`src/rtl/uart_host_bridge.sv`:
```
// uart_host_bridge
//   Memory-mapped host controller for the uart core. CPU writes to DATA go into a
//   TX FIFO that a small FSM feeds to the core via the uart_we / uart_data_in
//   handshake; bytes arriving on uart_rx_done are queued in an RX FIFO and popped
//   by DATA reads.
//
//   Register map (bus_addr):
//     0 DATA    W: push TX byte   R: pop RX byte (0 when empty)
//     1 STATUS  [0]tx_empty [1]tx_full [2]rx_empty [3]rx_full [4]RXOVR(W1C)
//               [5]TXOVR(W1C) [6]tx_active [15:8]rx_count [23:16]tx_count
//     2 CTRL    [0]EN [1]RXIE [2]TXIE
//     3 reserved, reads 0
//
//   Ports: clk, rst_n (async, active-low); bus_cs/bus_we/bus_addr/bus_wdata/bus_rdata
//   (CPU side, rdata registered); uart_we/uart_en/uart_data_in/uart_data_out/
//   uart_tx_busy/uart_tx_done/uart_rx_done (core side); irq (registered).
//
//   Build option: define UART_HOST_BRIDGE_IRQ_EN to enable the interrupt logic and
//   the RXIE/TXIE control bits. Otherwise irq is tied low and CTRL[2:1] read 0.
module uart_host_bridge #(
  parameter int TX_DEPTH = 16,
  parameter int RX_DEPTH = 16
) (
  input  logic        clk,
  input  logic        rst_n,
  input  logic        bus_cs,
  input  logic        bus_we,
  input  logic [1:0]  bus_addr,
  input  logic [31:0] bus_wdata,
  output logic [31:0] bus_rdata,
  output logic        uart_we,
  output logic        uart_en,
  output logic [7:0]  uart_data_in,
  input  logic [7:0]  uart_data_out,
  input  logic        uart_tx_busy,
  input  logic        uart_tx_done,
  input  logic        uart_rx_done,
  output logic        irq
);

  localparam int TAW = $clog2(TX_DEPTH);
  localparam int RAW = $clog2(RX_DEPTH);
  localparam logic [TAW:0] TX_FULL_CNT = (TAW+1)'(TX_DEPTH);
  localparam logic [RAW:0] RX_FULL_CNT = (RAW+1)'(RX_DEPTH);

  localparam logic [1:0] A_DATA = 2'd0;
  localparam logic [1:0] A_STAT = 2'd1;
  localparam logic [1:0] A_CTRL = 2'd2;

  typedef enum logic [1:0] {S_IDLE, S_REQ, S_WAIT, S_DRAIN} tx_state_t;

  // ---------------------------------------------------------------- bus decode
  logic wr_acc, rd_acc;
  assign wr_acc = bus_cs &  bus_we;
  assign rd_acc = bus_cs & ~bus_we;

  // Only low bits of the write bus matter; fold the rest so they are accounted for.
  logic unused_wdata;
  assign unused_wdata = ^bus_wdata;

  // ---------------------------------------------------------------- control
  logic ctrl_en, ctrl_rxie, ctrl_txie;
  logic rxovr, txovr;

  always_ff @(posedge clk or negedge rst_n) begin
    if (!rst_n) ctrl_en <= 1'b0;
    else if (wr_acc && bus_addr == A_CTRL) ctrl_en <= bus_wdata[0];
  end

`ifdef UART_HOST_BRIDGE_IRQ_EN
  always_ff @(posedge clk or negedge rst_n) begin
    if (!rst_n) begin
      ctrl_rxie <= 1'b0;
      ctrl_txie <= 1'b0;
    end else if (wr_acc && bus_addr == A_CTRL) begin
      ctrl_rxie <= bus_wdata[1];
      ctrl_txie <= bus_wdata[2];
    end
  end
`else
  assign ctrl_rxie = 1'b0;
  assign ctrl_txie = 1'b0;
`endif

  assign uart_en = ctrl_en;

  // ---------------------------------------------------------------- TX FIFO
  logic [7:0]     tx_mem [TX_DEPTH];
  logic [TAW-1:0] tx_wp, tx_rp;
  logic [TAW:0]   tx_cnt;
  logic           tx_empty, tx_full, tx_pop, tx_push_req, tx_push, tx_ovr_set;

  assign tx_empty    = (tx_cnt == '0);
  assign tx_full     = (tx_cnt == TX_FULL_CNT);
  assign tx_push_req = wr_acc && bus_addr == A_DATA;
  // A same-cycle pop frees a slot first, so a full FIFO still accepts the push.
  assign tx_push     = tx_push_req & (~tx_full | tx_pop);
  assign tx_ovr_set  = tx_push_req &   tx_full & ~tx_pop;

  always_ff @(posedge clk) begin
    if (tx_push) tx_mem[tx_wp] <= bus_wdata[7:0];
  end

  always_ff @(posedge clk or negedge rst_n) begin
    if (!rst_n) begin
      tx_wp  <= '0;
      tx_rp  <= '0;
      tx_cnt <= '0;
    end else begin
      if (tx_push) tx_wp <= tx_wp + TAW'(1);
      if (tx_pop)  tx_rp <= tx_rp + TAW'(1);
      tx_cnt <= tx_cnt + (TAW+1)'(tx_push) - (TAW+1)'(tx_pop);
    end
  end

  // ---------------------------------------------------------------- TX FSM
  tx_state_t st, st_nxt;
  logic [7:0] tx_hold;

  always_ff @(posedge clk or negedge rst_n) begin
    if (!rst_n) st <= S_IDLE;
    else        st <= st_nxt;
  end

  always_comb begin
    st_nxt = st;
    tx_pop = 1'b0;
    case (st)
      S_IDLE:  if (ctrl_en && !tx_empty && !uart_tx_busy) begin
                 tx_pop = 1'b1;
                 st_nxt = S_REQ;
               end
      S_REQ:   if (uart_tx_busy) st_nxt = S_WAIT;
      S_WAIT:  if (uart_tx_done) st_nxt = S_DRAIN;
      S_DRAIN: if (!uart_tx_busy) st_nxt = S_IDLE;
      default: st_nxt = S_IDLE;
    endcase
  end

  always_ff @(posedge clk or negedge rst_n) begin
    if (!rst_n)      tx_hold <= 8'h00;
    else if (tx_pop) tx_hold <= tx_mem[tx_rp];
  end

  // Decoded straight from state so an async reset drops the request at once.
  // A held byte parks in REQ with the request masked while EN is clear.
  assign uart_we      = (st == S_REQ) & ctrl_en;
  assign uart_data_in = tx_hold;

  // ---------------------------------------------------------------- RX FIFO
  logic [7:0]     rx_mem [RX_DEPTH];
  logic [RAW-1:0] rx_wp, rx_rp;
  logic [RAW:0]   rx_cnt;
  logic           rx_empty, rx_full, rx_pop, rx_push, rx_ovr_set;

  assign rx_empty   = (rx_cnt == '0);
  assign rx_full    = (rx_cnt == RX_FULL_CNT);
  assign rx_pop     = rd_acc && bus_addr == A_DATA && !rx_empty;
  assign rx_push    = uart_rx_done & (~rx_full | rx_pop);
  assign rx_ovr_set = uart_rx_done &   rx_full & ~rx_pop;

  always_ff @(posedge clk) begin
    if (rx_push) rx_mem[rx_wp] <= uart_data_out;
  end

  always_ff @(posedge clk or negedge rst_n) begin
    if (!rst_n) begin
      rx_wp  <= '0;
      rx_rp  <= '0;
      rx_cnt <= '0;
    end else begin
      if (rx_push) rx_wp <= rx_wp + RAW'(1);
      if (rx_pop)  rx_rp <= rx_rp + RAW'(1);
      rx_cnt <= rx_cnt + (RAW+1)'(rx_push) - (RAW+1)'(rx_pop);
    end
  end

  // ---------------------------------------------------------------- sticky flags
  // Set wins over a same-cycle W1C so no overflow event is ever lost.
  logic w1c;
  assign w1c = wr_acc && bus_addr == A_STAT;

  always_ff @(posedge clk or negedge rst_n) begin
    if (!rst_n) begin
      rxovr <= 1'b0;
      txovr <= 1'b0;
    end else begin
      rxovr <= rx_ovr_set | (rxovr & ~(w1c & bus_wdata[4]));
      txovr <= tx_ovr_set | (txovr & ~(w1c & bus_wdata[5]));
    end
  end

  // ---------------------------------------------------------------- read path
  logic [31:0] status, rdata_nxt;

  assign status = {8'h00, 8'(tx_cnt), 8'(rx_cnt), 1'b0, (st != S_IDLE),
                   txovr, rxovr, rx_full, rx_empty, tx_full, tx_empty};

  always_comb begin
    rdata_nxt = 32'h0;
    case (bus_addr)
      A_DATA:  rdata_nxt = rx_empty ? 32'h0 : {24'h0, rx_mem[rx_rp]};
      A_STAT:  rdata_nxt = status;
      A_CTRL:  rdata_nxt = {29'h0, ctrl_txie, ctrl_rxie, ctrl_en};
      default: rdata_nxt = 32'h0;
    endcase
  end

  always_ff @(posedge clk or negedge rst_n) begin
    if (!rst_n)      bus_rdata <= 32'h0;
    else if (rd_acc) bus_rdata <= rdata_nxt;
  end

  // ---------------------------------------------------------------- interrupt
`ifdef UART_HOST_BRIDGE_IRQ_EN
  always_ff @(posedge clk or negedge rst_n) begin
    if (!rst_n) irq <= 1'b0;
    else        irq <= (ctrl_rxie & ~rx_empty) |
                       (ctrl_txie & tx_empty & (st == S_IDLE)) | rxovr;
  end
`else
  assign irq = 1'b0;
`endif

endmodule

```
`config.mk`:
```
export PLATFORM = sky130hd
export DESIGN_NAME = uart_host_bridge
export DESIGN_NICKNAME = d
export VERILOG_FILES = /design/src/rtl/uart_host_bridge.sv
export SDC_FILE = /design/constraint.sdc
export NUM_CORES = 1
export LEC_CHECK = 0
export ABC_CLOCK_PERIOD_IN_PS = 3200
export BUFFER_PORTS_ARGS = -buffer_cell sky130_fd_sc_hd__buf_2
export CORE_MARGIN = 2
export CORE_UTILIZATION = 54
export CTS_CLUSTER_SIZE = 20
export DETAILED_ROUTE_END_ITERATION = 12
export PLACE_DENSITY = 0.85
export RECOVER_POWER = 25
export SETUP_SLACK_MARGIN = 0.05
export SLEW_MARGIN = 20
export SYNTH_ARGS = -nofsm -noshare
export SYNTH_HDL_FRONTEND = slang
export SYNTH_SLANG_ARGS = --single-unit
```
`constraint.sdc`:
```
create_clock -name clk -period 3.2 [get_ports clk]
set_input_delay 0.32 -clock clk [delete_from_list [all_inputs] [get_ports clk]]
set_output_delay 0.32 -clock clk [all_outputs]
set_load 0.1 [all_outputs]
```
==> metrics, run 1 <==
Worst Min Path Start=uart_rx_done; worst r2r src=tx_cnt[3]; post-DP HPWL=16200 um; crit path DAT=3.51 ns; unrepaired setup endpoints after global routing=no; gr busiest metal=met2; deepest clock path buffer count=3; number of synthesized register bits=313; total core area=23500 um2; CTS tree=yes; drt wl/cell=about 22 um; met1 global-route usage=0.263; initial antenna violation count=2; Inserted Clock Buffers=30; Critical-path top delay cell=or4b_4; clk sinks=between 300 and 400; Critical Path, Cell by Cell=inv_1 -> ha_1 -> or4b_4 -> a31oi_4 -> nor2b_1 -> inv_1 -> ha_1 -> inv_1 -> ha_1 -> inv_1 -> fa_1 -> inv_1 -> a21oi_1 -> o21bai_1 -> xnor2_1; critical path fanouts, max=5; CP endpoint=tx_cnt[4]; Clk pin slew, worst setup/hold paths=0.06 ns; post-synthesis sequential area ratio=0.704; Placer Congestion=0.810; number of H-tree levels=1; Initial DRT Pass Iterations=5; outcome=finished, final reports clean; Synth cell types=56; Root Buffer=clkbuf_16; fin crit share=0.954; worst-skew pair later-pin latency=0.54 ns; Slew Limit Fails=0; vias in the first global route=6895; grt met2 use=0.359; largest net degree at the start of global routing=29; Worst setup SP type=flop; LEAKAGE=5.24 nW; post-route insts no fill=1143; Die H=about 160 um; Tot GR Track Use=0.205; syn_area_per_cell=~18 um2; TNS Setup=0 ns; gr ovfl total=0; Clock Skew=about 0.017 ns; VDD IR max=0.750 mV; top cell type's share of synthesized area=0.594; Setup CP Type=flop to flop; IO Port Bufs=52; initial cell density of the core=0.550; Post-synth EDFFs=256; die area=25200 um2; synthesis-to-finish area growth=12.6%; R2R cell count=15; crit path time final=3.05 ns; Slew @ Worst Pin=0.967 ns; die width=159 um; Remaining DRCs=0; met3 Track Usage GR=0.0300; cell taking the most area after synthesis=edfxtp_1; Power per Cell Area=a little under 900 nW/um2; fmax=0.328 GHz; first-pass GRT wire length=39700 um; Vias=6586; final antenna-violating net count=0; Cells after Synth=717; io pins=92; CP endpoint kind=flop; final hold vios=0; ys async rst share=0.182; Hold WC Path Type=primary input to flop; Final setup viols=0; RR Endpoint=tx_cnt[4]; Worst slew margin=0.355; Rows=56; Main synth FF type=edfxtp_1; Fin Hold WS=approximately 0.07 ns; R2R Setup Slk=about 0.15 ns; crit-path max cell delay=0.51 ns; beginning of the critical path=tx_cnt[3]; Synth warnings=0; detailed-route wire length=between 20000 and 30000 um; max_cap viols=0; placed cell count=1082; Synth area leaders=edfxtp_1 (59%), dfrtp_1 (11%), mux4_2 (8.7%), ha_1 (2.6%), mux2i_1 (2.3%); Final #Nets=a little under 900; Post-Syn Area=13000 um2; vias per inst=5.76; share of layout cells above drive strength 1=0.234; initial drt markers=730; CP required=3.65 ns; Crit path top cell by count=inv_1
[area by class of cell]
cell class | instances | area (um2)
sequential | 313 | 9120
fill | 1623 | 8960
multi-input combinational | 345 | 3510
clock buffer | 37 | 808
timing repair buffer | 83 | 505
tap | 319 | 399
clock inverter | 19 | 146
inverter | 25 | 93.8
antenna | 2 | 5.00
[synth_stat cells (all sizes together), types with 2 or more instances]
master	count
a21o	2
a21oi	8
a221o	8
a22o	12
a22oi	8
a31oi	5
and2	3
and3	16
buf	36
clkbuf	12
dfrtp	57
edfxtp	256
fa	2
ha	27
inv	25
mux2	16
mux2i	30
mux4	57
nand2	21
nand2b	7
nand3	7
nand4	9
nor2	33
nor2b	9
nor3	6
nor4	3
o21ai	2
o311ai	2
or4b	2
xnor2	13
xor2	7
[timing repair]
action	in CTS	in global routing
endpoints found under the hold margin	25	0
setup endpoints to repair	0	1
gates resized for setup	0	1
buffers inserted	0	2
hold buffers	1	0
[critical path, delay by kind of cell (launching register included)]
| kind | cells | cell delay [ns] |
|---|---|---|
| compound gates | 3 | 0.46 |
| xor+xnor | 1 | 0.17 |
| fa+ha+maj | 4 | 0.97 |
| buf+inv | 5 | 0.36 |
| flops | 1 | 0.41 |
| simple gates | 2 | 0.59 |
[sequential cells by signal, indices dropped and copies added (netlist names)]
register	cells
bus_rdata	18
rxovr	1
rx_rp	4
uart_data_in	8
uart_en	1
rx_wp	4
tx_cnt	5
rx_cnt	5
tx_rp	4
tx_wp	4
st	2
rx_mem	128
tx_mem	128
txovr	1
[layer usage]
metal  up-vias  wire (um)
li1       2948          -
met1      3367       9810
met2       220      13300
met3        51       1360
met4         0        809
met5         -          0
[how the worst min path moves through the flow]
stage,endpoint,depth (start not counted)
after global placement,tx_rp[0],1
after global routing,rxovr,2
final,rxovr,2
after CTS,rxovr,2
after detailed placement,tx_rp[0],1
after floorplan,bus_rdata[0],0
[where the power goes]
group / internal, mW / leakage, nW / switching, mW
sequential: 4.88 / 3.02 / 0.574
combinational: 1.55 / 1.75 / 2.23
clock: 1.95 / 0.477 / 1.44
total: 8.38 / 5.24 / 4.24
[cell families (layout without fill, tap and decap cells)]
logic type      after synthesis  in the layout  synth area share
flops                       313            313             0.704
simple gates                123            123            0.0503
mux                         103            103             0.139
buf+inv                      73            164            0.0301
compound gates               55             55            0.0344
fa+ha+maj                    29             29            0.0292
xor+xnor                     20             20            0.0135
other cells                   1             17          0.000290
[through the flow]
stage / total power, mW / area, um2 / util / setup WS (ns)
6_report: 12.6 / 14600 / 0.620 / 0.148
5_1_grt: 13.2 / 14600 / 0.619 / 0.0526
4_1_cts: 12.7 / 14600 / 0.619 / 0.0687
3_5_place_dp: 9.28 / 13600 / 0.578 / 0.170
3_3_place_gp: 9.13 / 13600 / 0.578 / 0.267
2_1_floorplan: 8.39 / 13000 / - / 0.188
[layout by cell type, fill, tap and decap left out, types with 4 or more instances in the layout]
cell and instances:
buf_2 40, clkbuf_1 17, clkinv_2 11, mux4_1 7, nand3_1 7, a22o_1 12, conb_1 15, inv_1 24
clkinv_1 4, nand2b_1 7, xnor2_1 13, a22oi_1 8, nor2b_1 9, xor2_1 7, dfrtp_1 54, mux4_2 50
mux2_2 15, nand2_1 21, nor2_1 33, a221o_1 8, and3_1 16, nor3_1 6, clkbuf_16 31, nand4_1 9
buf_4 28, a21oi_1 8, mux2i_1 30, ha_1 27, edfxtp_1 256
Note: power is estimated with default switching activity, not from simulation.
==> run 2: changes to the inputs <==
--- a/config.mk
+++ b/config.mk
@@ -9,3 +9,2 @@
 export BUFFER_PORTS_ARGS = -buffer_cell sky130_fd_sc_hd__buf_2
-export CORE_MARGIN = 2
 export CORE_UTILIZATION = 54
==> constraint.sdc (replaced) <==
create_clock -name clk -period 3.2 [get_ports clk]
set_input_delay 0 -clock clk [delete_from_list [all_inputs] [get_ports clk]]
set_output_delay 0 -clock clk [all_outputs]
set_load 0.1 [all_outputs]
==> run 2 against run 1 <==
  * Largest power group unchanged
  * Via count up 3.4%
  * Global-route usage up 1.9 points
  * Critical path type unchanged
  * Core utilization up 1.3 points
  * Sequential share of layout area down 1.1 points
  * Sequential power about the same
  * Critical path depth down 7
  * Maximum frequency up 0.44%
  * Routed wire length up 4.7%
==> metrics, run 2 (same netlist as run 1, synthesis figures left out) <==
outcome=finished, final reports clean; Clk pin slew, worst setup/hold paths=0.06 ns (about the same); Regs by FF count=rx_mem (128), tx_mem (128), bus_rdata (18); Critical Path, Cell by Cell=inv_1 -> ha_2 -> or4b_4 -> a21boi_0 -> nor3_1 -> dlygate4sd3_1 -> a2bb2oi_1 -> dlygate4sd3_1; Clock Skew=0.0117 ns (-0.00521 ns); total core area=23500 um2 (-0.30%); crit path time final=3.04 ns (-0.0135 ns); final hold vios=0 (unchanged); LEAKAGE=5.33 nW (+1.6%); final antenna-violating net count=0 (unchanged); Inserted Clock Buffers=31 (+3.3%); IO Port Bufs=52 (unchanged); CP required=3.63 ns (-0.02 ns); Initial DRT Pass Iterations=5 (unchanged); clk sinks=313 (unchanged); fmax=0.329 GHz (+0.44%); Rows=56 (unchanged); worst hold path endpoint=st[1]; detailed-route wire length=26500 um (+4.7%); Worst slew margin=0.362 (+0.00668); deepest clock path buffer count=3 (unchanged); Slew Limit Fails=0 (unchanged); CTS tree=yes; Remaining DRCs=0 (unchanged); die width=157 um (-1.3%); critical path fanouts, max=5 (unchanged); R2R cell count=8 (-7); FILL cells=1575 (-3.0%); Tot GR Track Use=0.224 (+0.0187); number of H-tree levels=1 (unchanged); R2R Setup Slk=0.16 ns (about the same); Fin Hold WS=0.0338 ns (-0.0360 ns); Crit path top cell by count=dlygate4sd3_1; Slew @ Worst Pin=0.957 ns (-0.0100 ns); crit path DAT=3.47 ns (-0.04 ns); CP endpoint kind=flop; Die H=157 um (-1.3%); Worst setup SP type=flop; first-pass GRT wire length=40400 um (+1.9%); Final setup viols=0 (unchanged); synthesis-to-finish area growth=14.5%; most common cell after layout, fill and taps aside=edfxtp_1; share of layout cells above drive strength 1=0.228 (-0.00571); initial cell density of the core=0.552 (+0.00164); crit-path max cell delay=0.59 ns (+0.08 ns); Critical-path top delay cell=dlygate4sd3_1; VDD IR max=0.771 mV (+2.9%); hold path depth=4 (+2); max_cap viols=0 (unchanged); Worst Min Path Start=uart_tx_busy; number of inserted diodes=0 (-2); Power per Cell Area=853 nW/um2 (-1.5%); RR Endpoint=st[0]; Root Buffer=clkbuf_16; worst-skew pair later-pin latency=0.54 ns (about the same); footprint of the multi-input gates=3520 um2 (+0.25%); io pins=92 (unchanged); vias per inst=5.84 (+1.4%); post-DP HPWL=16500 um (+1.6%); unrepaired setup endpoints after global routing=no; fin crit share=0.949 (-0.00421); vias in the first global route=7160 (+3.8%); Vias=6813 (+3.4%); initial drt markers=563 (-23%); Placer Congestion=0.855 (+5.5%); die area=24600 um2 (-2.5%); drt wl/cell=22.7 um (+2.7%); largest net degree at the start of global routing=34 (+17%); Setup CP Type=flop to flop; area occupied by registers=9120 um2 (unchanged); TNS Setup=0 ns (unchanged); initial antenna violation count=0 (-2); Hold WC Path Type=primary input to flop; gr ovfl total=0 (unchanged); Final #Nets=907 (+3.5%); worst r2r src=tx_cnt[3]; most frequent cells in the layout=edfxtp_1 (256), dfrtp_1 (54), mux4_2 (50)
## run 2: cell type report
cell class,instances,area share
Clock inverter,12,0.00607
Sequential cell,313,0.615
Tap cell,319,0.0269
Multi-Input combinational cell,345,0.237
Clock buffer,39,0.0557
Inverter,25,0.00633
Timing Repair Buffer,113,0.0533
## run 2: worst max-delay path by stage
stage | from | end | slack (ns) | cells after the start
after floorplan | tx_cnt[3] | tx_cnt[4] | 0.19 | 17
after global routing | tx_cnt[2] | st[0] | 0.05 | 8
after global placement | tx_cnt[3] | tx_cnt[4] | 0.29 | 15
after detailed placement | tx_cnt[2] | tx_cnt[4] | 0.16 | 15
final | tx_cnt[3] | st[0] | 0.16 | 8
after CTS | tx_cnt[2] | tx_cnt[4] | 0.10 | 15
## run 2: per-layer routing
| layer | GRT usage | vias to the layer above | wire length, um |
|---|---|---|---|
| met5 | 0 | - | 0 |
| met4 | 0.0658 | 0 | 653 |
| met3 | 0.0346 | 53 | 1540 |
| met2 | 0.406 | 261 | 14100 |
| met1 | 0.277 | 3498 | 10200 |
| li1 | - | 3001 | - |
## run 2: where the power goes
group,switching [mW],internal [mW]
logic,2.27,1.62
registers,0.565,4.89
clock network,1.43,1.88
## run 2: per-stage QoR
| step | util | cells | cell area [um2] | worst slack (ns) | power [mW] |
|---|---|---|---|---|---|
| after floorplan | - | 731 | 13000 | 0.188 | 8.39 |
| after global placement | 0.580 | 1084 | 13600 | 0.289 | 9.16 |
| after detailed placement | 0.580 | 1084 | 13600 | 0.164 | 9.29 |
| after CTS | 0.632 | 1165 | 14800 | 0.102 | 12.7 |
| after global routing | 0.632 | 1166 | 14800 | 0.0512 | 13.2 |
| final | 0.632 | 1166 | 14800 | 0.162 | 12.7 |
## run 2: worst max-delay path, delay by kind of cell (launching register included)
family	cells	cell delay, ns
AND/OR/NAND/NOR	2	0.65
buffers and inverters	3	1.24
AO/OA/AOI/OAI	2	0.44
adder cells (fa/ha/maj)	1	0.19
flip-flops	1	0.40
## run 2: timing repair
| item | CTS | global route |
|---|---|---|
| endpoints found under the hold margin | 297 | 0 |
| hold buffers | 30 | 0 |
| setup endpoints to repair | 0 | 1 |
| buffers inserted | 0 | 1 |
| gates resized for setup | 0 | 5 |
==> run 3: changes to the inputs <==
ABC_CLOCK_PERIOD_IN_PS = 2450   (was 3200)
GPL_ROUTABILITY_DRIVEN = 0   (was default)
PLACE_DENSITY = default   (was 0.85)
PLACE_DENSITY_LB_ADDON = 0.08   (was default)
clock period = 2.45 ns   (was 3.2 ns; I/O delays follow)
==> run 3 against run 2 <==
  * Worst hold slack got worse by 0.019 ns
  * Routed wire length barely moved
  * Highest routed layer unchanged
  * The run now ends with setup timing left
  * Critical path type unchanged
  * Maximum frequency rose by 15%
  * First-iteration DRC count fell by 29%
  * Total power rose by 37%
  * Sequential cell count did not move
  * Sequential share of layout area fell by 2.1 points
  * Setup slack got worse by 0.35 ns
  * Final cell count rose by 4.1%
  * Via count fell by 0.56%
  * Clock skew rose by 0.0052 ns
  * Core utilization rose by 2.3 points
  * Largest power group unchanged
==> metrics, run 3 (same netlist as run 1, synthesis figures left out) <==
Design Area, Final=15400 um2 (+3.6%); Clk pin slew, worst setup/hold paths=0.06 ns (about the same); TNS Setup=-0.244 ns (-0.244 ns); Worst slew margin=0.394 (+0.0319); sequential group share of total power=0.398 (-0.033); hold path depth=4 (unchanged); Tot GR Track Use=0.226 (+0.00249); Slew @ Worst Pin=0.909 ns (-0.0479 ns); PnR worst setup slack=-0.185 ns (-0.347 ns); post-route insts no fill=1214 (+4.1%); fmax=0.380 GHz (+15%); Crit path top cell by count=inv_2; outcome=complete, but fails checks; Clock power frac=0.274 (+0.012); Area after DPL=14000 um2 (+2.7%); pre-CTS WS=-0.247 ns (-0.412 ns); final hold vios=0 (unchanged); total core area=23500 um2 (unchanged); family with the most delay on the worst path=adder cells; largest net degree at the start of global routing=35 (+2.9%); post-DP HPWL=18000 um (+9.2%); Hold WC Path Type=primary input to flop; Comb pwr share=0.328 (+0.021); critical path fanouts, max=2 (-3); CTS tree=yes; gr ovfl total=0 (unchanged); clk sinks=313 (unchanged); Worst Min Path Start=uart_tx_busy; die area=24600 um2 (unchanged); Clock Skew=0.0169 ns (+0.00520 ns); FILL cells=1609 (+2.2%); initial cell density of the core=0.552 (unchanged); Rows=56 (unchanged); CP endpoint kind=flop; IO Port Bufs=52 (unchanged); internal power=11.7 mW (+39%); worst r2r src=tx_cnt[3]; Worst setup SP type=flop; Vias=6775 (-0.56%); RR Endpoint=tx_cnt[4]; vias in the first global route=7224 (+0.89%); vias per inst=5.58 (-4.5%); Sw Pwr=5.71 mW (+34%); io pins=92 (unchanged); Regs by FF count=rx_mem (128), tx_mem (128), bus_rdata (18); Die H=157 um (unchanged); worst hold path endpoint=st[0]; VDD IR max=0.934 mV (+21%); crit-path max cell delay=0.46 ns (-0.13 ns); die width=157 um (unchanged); Slew Limit Fails=0 (unchanged); synthesis-to-finish area growth=18.7%; first-pass GRT wire length=40700 um (+0.61%); R2R Setup Slk=-0.18 ns (-0.35 ns); R2R cell count=15 (+7); crit path time final=2.63 ns (-0.403 ns); most common cell after layout, fill and taps aside=edfxtp_1; number of inserted diodes=0 (unchanged); most frequent cells in the layout=edfxtp_1 (256), buf_4 (76), dfrtp_1 (54); Fin Hold WS=0.0145 ns (-0.0194 ns); crit path DAT=3.05 ns (-0.42 ns); beginning of the critical path=tx_cnt[3]; failing checks=setup timing; unrepaired setup endpoints after global routing=yes; Critical-path top delay cell=or4bb_1; worst-skew pair later-pin latency=0.50 ns (-0.04 ns); initial antenna violation count=0 (unchanged); Power per Cell Area=1130 nW/um2 (+33%); drt wl/cell=21.8 um (-4.0%); Initial DRT Pass Iterations=7 (+2); LEAKAGE=5.60 nW (+5.2%); fin crit share=1.08 (+0.126); Final setup viols=2 (+2); CP required=2.87 ns (-0.76 ns); deepest clock path buffer count=3 (unchanged); detailed-route wire length=26500 um (about the same); Root Buffer=clkbuf_16; final antenna-violating net count=0 (unchanged); share of layout cells above drive strength 1=0.299 (+0.0716); Buf+Inv Stages, Crit Path=5 (+2); Critical Path, Cell by Cell=inv_2 -> ha_4 -> or4bb_1 -> a31oi_4 -> nor2b_2 -> inv_2 -> ha_4 -> inv_2 -> ha_4 -> inv_2 -> fa_2 -> inv_2 -> a21oi_2 -> o21bai_1 -> xnor2_1; Remaining DRCs=0 (unchanged); placed cell count=1122 (+3.5%); initial drt markers=402 (-29%); Inserted Clock Buffers=34 (+9.7%); number of H-tree levels=2 (+1); Final #Nets=950 (+4.7%); max_cap viols=0 (unchanged); net switching fraction of the power=0.328 (-0.00871); Setup CP Type=flop to flop
-- run 3: cell count changes in the layout (fill, tap and decap cells not counted), sizes merged --
cell	delta
buf	+49
bufinv	+1
clkbuf	+2
clkinv	+6
clkinvlp	-3
dlygate4sd3	-8
inv	+1
-- run 3: cell type report --
cell class                 count  area [um2]  area share
clock buffer                  42         902      0.0587
clock inverter                17         129     0.00838
inverter                      25        93.8     0.00610
multi-input combinational    345        3630       0.236
sequential                   313        9120       0.593
tap                          319         399      0.0260
timing repair buffer         153        1100      0.0714
-- run 3: per-stage QoR --
step | power (mW) | util
after global routing | 18.2 | 0.655
final | 17.4 | 0.655
after global placement | 12.4 | 0.596
after detailed placement | 12.6 | 0.596
after floorplan | 11.0 | -
after CTS | 17.5 | 0.654
-- run 3: worst register-to-register path, cell delays in order, from the launching register on --
cell and delay [ns]:
dfrtp_1 0.39, inv_2 0.09, ha_4 0.13, or4bb_1 0.46, a31oi_4 0.19, nor2b_2 0.07
inv_2 0.06, ha_4 0.19, inv_2 0.06, ha_4 0.13, inv_2 0.03, fa_2 0.33
inv_2 0.06, a21oi_2 0.05, o21bai_1 0.18, xnor2_1 0.13
-- run 3: timing repair --
item,in CTS,in global routing
hold endpoints to repair,295,0
endpoints found under the setup margin,5,84
gates resized for setup,15,8
buffers inserted,8,4
pin swaps,8,9
hold buffers,22,0
-- run 3: layer usage --
| layer | global-route usage | vias to the layer above | wire length, um |
|---|---|---|---|
| met5 | 0 | - | 0 |
| met4 | 0.0710 | 0 | 645 |
| met3 | 0.0321 | 50 | 952 |
| met2 | 0.427 | 159 | 14500 |
| met1 | 0.264 | 3478 | 10400 |
| li1 | - | 3088 | - |
-- run 3: worst max-delay path by stage --
stage | end | slack [ns] | depth (start not counted)
final | tx_cnt[4] | -0.18 | 15
after global routing | tx_cnt[4] | -0.33 | 15
after CTS | tx_cnt[4] | -0.19 | 15
after detailed placement | tx_cnt[4] | -0.25 | 15
after global placement | tx_cnt[4] | -0.16 | 15
after floorplan | tx_cnt[4] | -0.40 | 17
-- run 3: power by group through the flow --
stage	logic (mW)	registers, mW	clock network [mW]
after global placement	5.40	6.97	0
after detailed placement	5.54	7.02	0
final	5.71	6.93	4.76
after CTS	5.74	6.93	4.84
after floorplan	3.32	7.69	0
after global routing	6.14	7.00	5.05
